$ cat config.mk
export PLATFORM = sky130hd
export DESIGN_NAME = piso_serial_transmitter
export DESIGN_NICKNAME = d
export VERILOG_FILES = /design/src/rtl/piso_serial_transmitter.sv
export SDC_FILE = /design/constraint.sdc
export NUM_CORES = 1
export LEC_CHECK = 0
export CORE_AREA = 3 3 40 42
export CTS_CLUSTER_DIAMETER = 30
export DETAILED_ROUTE_END_ITERATION = 10
export DIE_AREA = 0 0 43 45
export GPL_TIMING_DRIVEN = 0
export HOLD_SLACK_MARGIN = 0.08
export PLACE_DENSITY = 0.67
export SYNTH_ARGS = -nofsm -noshare
export SYNTH_HDL_FRONTEND = slang
export SYNTH_SLANG_ARGS = --single-unit
$ cat constraint.sdc
create_clock -name clockpulse -period 2 [get_ports clockpulse]
set_input_delay 0.2 -clock clockpulse [delete_from_list [all_inputs] [get_ports clockpulse]]
set_output_delay 0.2 -clock clockpulse [all_outputs]
set_load 0.03 [all_outputs]
$ cat src/rtl/piso_serial_transmitter.sv
// -----------------------------------------------------------------------------
// piso_serial_transmitter
// Parallel-in, serial-out transmitter feeding a shift-register receiver.
// A WIDTH-bit word is accepted through a valid/ready handshake while idle and
// then presented one bit per cycle on serial_out, each bit qualified by
// shift_strobe. A one-cycle frame_done pulse follows the last bit.
//
// Ports
//   clockpulse    in   1      rising-edge clock
//   clear         in   1      asynchronous active-low reset
//   data_in       in   WIDTH  parallel word, sampled on accept
//   data_valid    in   1      source offers data_in
//   data_ready    out  1      high in IDLE (accept possible)
//   hold          in   1      pause transmission (only meaningful in SHIFT)
//   serial_out    out  1      registered serial bit stream
//   shift_strobe  out  1      registered; high when serial_out carries a bit
//   busy          out  1      high in SHIFT and DONE
//   frame_done    out  1      registered one-cycle pulse after the last bit
//
// serial_out, shift_strobe and frame_done come straight from flops, so hold
// acts through a register: hold seen high on a clock edge during SHIFT
// keeps the following cycle unstrobed, with serial_out frozen on the last
// bit that was presented.
// -----------------------------------------------------------------------------
module piso_serial_transmitter #(
  parameter int WIDTH      = 4,
  parameter bit MSB_FIRST  = 1'b1,
  parameter bit IDLE_LEVEL = 1'b0
) (
  input  logic             clockpulse,
  input  logic             clear,
  input  logic [WIDTH-1:0] data_in,
  input  logic             data_valid,
  output logic             data_ready,
  input  logic             hold,
  output logic             serial_out,
  output logic             shift_strobe,
  output logic             busy,
  output logic             frame_done
);

  localparam int CNT_W = $clog2(WIDTH);
  localparam logic [CNT_W-1:0] LAST_CNT = CNT_W'(WIDTH - 1);

  typedef enum logic [1:0] {
    ST_IDLE  = 2'd0,
    ST_SHIFT = 2'd1,
    ST_DONE  = 2'd2
  } state_t;

  state_t           state_r, state_s;
  logic [WIDTH-1:0] sreg_r, sreg_s;
  logic [CNT_W-1:0] cnt_r, cnt_s;
  logic             so_r, so_s;
  logic             strobe_r, strobe_s;
  logic             done_r, done_s;

  // Bit at the transmit end of the register.
  function automatic logic head_bit(input logic [WIDTH-1:0] w);
    return MSB_FIRST ? w[WIDTH-1] : w[0];
  endfunction

  // Move the register one place toward the transmit end.
  function automatic logic [WIDTH-1:0] shift_to_head(input logic [WIDTH-1:0] w);
    return MSB_FIRST ? {w[WIDTH-2:0], 1'b0} : {1'b0, w[WIDTH-1:1]};
  endfunction

  // Next-state and next-output logic for the frame FSM.
  always_comb begin
    state_s  = state_r;
    sreg_s   = sreg_r;
    cnt_s    = cnt_r;
    so_s     = so_r;
    strobe_s = 1'b0;
    done_s   = 1'b0;
    case (state_r)
      ST_IDLE: begin
        if (data_valid) begin
          state_s  = ST_SHIFT;
          sreg_s   = data_in;
          cnt_s    = {CNT_W{1'b0}};
          so_s     = head_bit(data_in);
          strobe_s = 1'b1;
        end else begin
          so_s = IDLE_LEVEL;
        end
      end
      ST_SHIFT: begin
        if (strobe_r) begin
          // The bit shown this cycle is consumed by the receiver at this edge.
          if (cnt_r == LAST_CNT) begin
            state_s = ST_DONE;
            so_s    = IDLE_LEVEL;
            done_s  = 1'b1;
          end else begin
            sreg_s = shift_to_head(sreg_r);
            cnt_s  = cnt_r + CNT_W'(1);
            if (hold) begin
              so_s = so_r;
            end else begin
              so_s     = head_bit(shift_to_head(sreg_r));
              strobe_s = 1'b1;
            end
          end
        end else begin
          // Paused: the register already holds the next bit at its head.
          if (hold) begin
            so_s = so_r;
          end else begin
            so_s     = head_bit(sreg_r);
            strobe_s = 1'b1;
          end
        end
      end
      ST_DONE: begin
        state_s = ST_IDLE;
        so_s    = IDLE_LEVEL;
      end
      default: begin
        state_s = ST_IDLE;
        sreg_s  = {WIDTH{1'b0}};
        cnt_s   = {CNT_W{1'b0}};
        so_s    = IDLE_LEVEL;
      end
    endcase
  end

  // State, datapath and output registers.
  always_ff @(posedge clockpulse or negedge clear) begin
    if (!clear) begin
      state_r  <= ST_IDLE;
      sreg_r   <= {WIDTH{1'b0}};
      cnt_r    <= {CNT_W{1'b0}};
      so_r     <= IDLE_LEVEL;
      strobe_r <= 1'b0;
      done_r   <= 1'b0;
    end else begin
      state_r  <= state_s;
      sreg_r   <= sreg_s;
      cnt_r    <= cnt_s;
      so_r     <= so_s;
      strobe_r <= strobe_s;
      done_r   <= done_s;
    end
  end

  assign data_ready   = (state_r == ST_IDLE);
  assign busy         = (state_r != ST_IDLE);
  assign serial_out   = so_r;
  assign shift_strobe = strobe_r;
  assign frame_done   = done_r;

endmodule

Word level (Yosys, flattened, before mapping). Index checks and enable logic that the tools add are counted.

Output and inout port bits: 5. Bits of input ports: 8. Word-level logic and storage cells: 48. Register bits after elaboration: 11.

Equal/unequal tests: 9. Muxes and demuxes: 26. Add/sub/neg operators: 1. Bitwise operators: 1. Reductions and logical operators: 5.

Operators with widths (count): $mux 1 (12); $mux 2 (6); $mux 4 (3); $pmux 4 s3 (1); $ne 2x2->1 const B (4); $ne 3x3->1 const B (2); $pmux 2 s3 (1); $eq 2x2->1 const B (2); $pmux 1 s2 (2); $pmux 2 s2 (1); $reduce_and 4->1 (1); $reduce_and 3->1 (1); $add 2x1->2 const B (1); $eq 2x1->1 const B (1); $logic_not 2->1 (1); $reduce_and 2->1 (1); $reduce_bool 2->1 (1); $not 1->1 (1).

Logic depth before layout (Yosys ltp). Gate-level depths: netlist of run 1.

Depth in word-level cells: 4. Gate-level depth with buffers: 5. Gate-level depth less buffers: 4.

Worst setup path after synthesis of run 1. OpenSTA, ideal clock, no wires.

Kind: reg2reg. From: register cnt_r[0]. To: register cnt_r[0]. Buffers on the path: 0. Library setup time: 0.125 ns. Stages on the path, launching flop included: 5. Data required time: 1.875 ns. Arrival time: 1.360 ns. Path slack: 0.514 ns. Path through: dfrtp_1 ha_1 nand2b_1 a2bb2oi_4 mux2_4.

Word-level cells in the longest chain between the ends: 4. Elaborated cells between the ends (all ways): 7.

Ends and longest elaborated chain: start, declared (line 53) `logic [CNT_W-1:0] cnt_r, cnt_s;`; start signal, assigned (line 133) `cnt_r <= {CNT_W{1'b0}};`; start signal, assigned (line 140) `cnt_r <= cnt_s;`; $add 2x1->2 (line 97) `cnt_s = cnt_r + CNT_W'(1);`; $mux 2 (line 91) `if (cnt_r == LAST_CNT) begin`; $mux 2 (line 89) `if (strobe_r) begin`; $pmux 2 s3 (line 76) `case (state_r)`.

Several ways; a longest one is shown, not always the timed one. The select of a mux whose other input is x is not followed. A chain may end at the register's enable or synchronous reset.

Worst setup path after layout of run 1.
From: register state_r[0]. To: output data_ready.

Word-level cells in the longest chain between the ends: 1.

Ends and longest elaborated chain: start, declared (line 51) `state_t state_r, state_s;`; start signal, assigned (line 138) `state_r <= state_s;`; $logic_not 2->1 (line 147) `assign data_ready = (state_r == ST_IDLE);`; end, declared (line 34) `output logic data_ready,`.

Every way passes these cells.

==> results of run 1 <==
worst max-delay path by stage:
stage / startpoint / end / slack [ns] / cells past startpoint
final: state_r[0]$_DFFE_PN0P_ / data_ready / 0.19 / 4
after global routing: state_r[0]$_DFFE_PN0P_ / data_ready / 0.1 / 4
after CTS: state_r[0]$_DFFE_PN0P_ / busy / 0.04 / 3
after detailed placement: state_r[0]$_DFFE_PN0P_ / data_ready / 0.20 / 4
after global placement: state_r[0]$_DFFE_PN0P_ / data_ready / 0.20 / 4
after floorplan: cnt_r[0]$_DFFE_PN0P_ / cnt_r[0]$_DFFE_PN0P_ / 0.51 / 4
area by class of cell:
| class | count | area [um^2] | share of cell area (%) |
|---|---|---|---|
| Multi-Input combinational cell | 34 | 292 | 38.8 |
| Buffer | 1 | 7.51 | 0.998 |
| Clock buffer | 4 | 26.3 | 3.49 |
| Tap cell | 15 | 18.8 | 2.50 |
| Inverter | 3 | 11.3 | 1.50 |
| Timing Repair Buffer | 12 | 121 | 16.1 |
| Sequential cell | 11 | 275 | 36.6 |
stage by stage:
step                      power [mW]  area [um^2]  hold WS (ns)
after floorplan                0.844          586       -0.0956
after global placement         0.993          724         0.498
after detailed placement        1.00          724         0.512
after CTS                       1.15          749         0.280
after global routing            1.23          752         0.288
final                           1.14          752         0.263
timing repair:
action | in CTS | in global routing
hold buffers | 0 | 0
endpoints found under the setup margin | 1 | 1
resized for setup | 1 | 1
state kept, by name (all words and copies together) (netlist names):
| signal | flops |
|---|---|
| state_r | 2 |
| frame_done | 1 |
| sreg_r | 4 |
| shift_strobe | 1 |
| serial_out | 1 |
| cnt_r | 2 |
per-layer routing:
metal | vias up | GRT usage, %
met3 | 0 | 7.17
li1 | 197 | -
met5 | - | 0
met2 | 9 | 20.4
met4 | 0 | 0
met1 | 205 | 17.0
critical path: stages, from the launching register on:
cell and delay, ns:
dfrtp_1 0.36, buf_4 0.18, or2_2 0.33, inv_1 0.08
dlygate4sd2_1 0.39
power breakdown:
group	switching [mW]	internal, mW
Clock	0.0708	0.0771
Sequential	0.0654	0.310
Combinational	0.285	0.328
Total	0.421	0.715
cell usage after synthesis (all sizes together):
library cell,count
dfrtp,11
mux2i,6
nor2,5
a311oi,1
buf,1
o21ai,1
o2111ai,1
or2,1
mux2,5
nand2,4
a21oi,1
a2bb2oi,1
inv,3
ha,1
nor2b,5
nand2b,2
cells by family (layout without fill, tap and decap cells):
group	after synthesis	count (layout)	synth area share, %
AND/OR/NAND/NOR	17	17	16.0
buffers and inverters	4	20	3.21
AO/OA/AOI/OAI	5	5	9.19
multiplexers	11	11	22.4
adder cells (fa/ha/maj)	1	1	2.14
flip-flops	11	11	47.0
==> flow_metrics.py, run 1 <==
metrics = {
    "outcome": {
        "status": "finished, final reports clean",
    },
    "clocking": {
        "clock_latency_ns": 0.26,
        "clk_pin_slew_ns": 0.07,
        "cts_setup_buffers": 0,
        "cts-root-buf": "clkbuf_4",
        "cts_tree": "done",
        "numCtsBuffers": 3,
        "htreeDepth": 1,
        "cts_sinks": 11,
        "cts_buffer_depth": 2,
    },
    "routing": {
        "vias": 411,
        "top_layer": "met3",
        "routed_wl_um": 1050,
        "drt-wirelength-per-cell_um": 13.1,
        "drc": 0,
        "drt-initial-drc-count": 1,
        "vias_per_cell": 5.14,
        "drt-met1-wl_um": 477,
        "antenna_left": 0,
        "wl_met3_um": 60,
        "drt_pass1_iterations": 2,
        "dr_wl_met2_um": 508,
    },
    "timing": {
        "rsz0062_at_grt": "false",
        "setup_viol": 0,
        "drv_slew": 0,
        "skew_ns": 0.00485,
        "finalCritPeriodShare_pct": 90.4,
        "hold_viol_final": 0,
        "worst_pin_slew_ns": 0.493,
        "setup_ws_ns": 0.192,
        "finalSetupTns_ns": 0,
        "max_freq_ghz": 0.553,
        "finalCriticalPeriod_ns": 1.81,
        "slew_headroom_pct": 67.0,
    },
    "cells_and_area": {
        "area_growth_pct": 28.4,
        "final_cell_mix": "dfrtp_1, clkdlybuf4s50_1, mux2i_1",
        "drive_gt1_share_pct": 20.0,
        "fill_cells": 121,
        "final_core_utilization_pct": 58.5,
        "final_net_count": 75,
        "layout_commonest_cell": "dfrtp_1",
        "diodes": 0,
        "instances_no_fill": 80,
    },
    "min_path": {
        "hold_path.class": "in2async",
    },
    "floorplan": {
        "die_h_um": 45,
        "io_pins": 13,
        "initial_utilization_pct": 45.6,
        "dieArea_um2": 1940,
        "core_area_um2": 1280,
        "rows": 13,
        "die_w_um": 43,
    },
    "setup_path": {
        "crit_type": "reg2out",
        "worstSetupEndpointType": "output port",
        "rrSetupSlack_ns": 0.45,
        "arrival_ns": 1.61,
        "crit_fanout": 9,
        "cp.required_ns": 1.80,
        "start_kind": "register",
        "reg2reg_depth": 4,
        "r2r_start": "cnt_r[0]$_DFFE_PN0P_",
        "reg2reg_to": "cnt_r[0]$_DFFE_PN0P_",
    },
    "logic_synthesis": {
        "synth_top_area_share_pct": 47.0,
        "seq_area_frac_synth_pct": 47.0,
        "synth_top_area_cell": "dfrtp_1",
        "synth_warnings": 0,
        "syn_inst": 49,
        "netlist_top_cells_area": "dfrtp_1, mux2i_1, mux2_4",
        "ys_ff_latch": 11,
        "syn_nets": 58,
        "syn-cell-area_um2": 586,
        "ys_types": 19,
        "syn_area_per_cell_um2": 12.0,
    },
    "placed_design": {
        "port_buffers": 12,
        "place_hpwl_um": 786,
        "dp.cells": 76,
        "gp_congestion": 0.737,
        "pre_cts_slack_ns": 0.199,
    },
    "global_routing": {
        "antenna_found_initial": 0,
        "grt_usage_pct": 13.0,
        "grt_pass1_wl_um": 1860,
        "first_global_vias": 422,
        "grt_start_max_net_pins": 12,
        "gr-total-overflow": 0,
    },
    "job": {
        "maxCapViolCount": 0,
    },
    "pwr": {
        "p_leak_nw": 0.376,
        "peakVddDrop_mv": 0.777,
        "cellPowerDensity_nw_per_um2": 1510,
    },
}
No activity file was read; power rests on OpenSTA's default activity.
==> run 2: changes to the inputs <==
- CAP_MARGIN: default -> 10
==> results of run 2 <==
Same layout as run 1: the final DEF is identical, and so are final timing and power.
==> run 3: changes to the inputs <==
- MAX_ROUTING_LAYER: default -> met4
==> results of run 3 <==
Same layout as run 1: the final DEF is identical, and so are final timing and power.
Main changes from that run: final weighted congestion in routability-driven placement 0.737 -> 0.746; overall routing resource usage 13.0% -> 13.4%
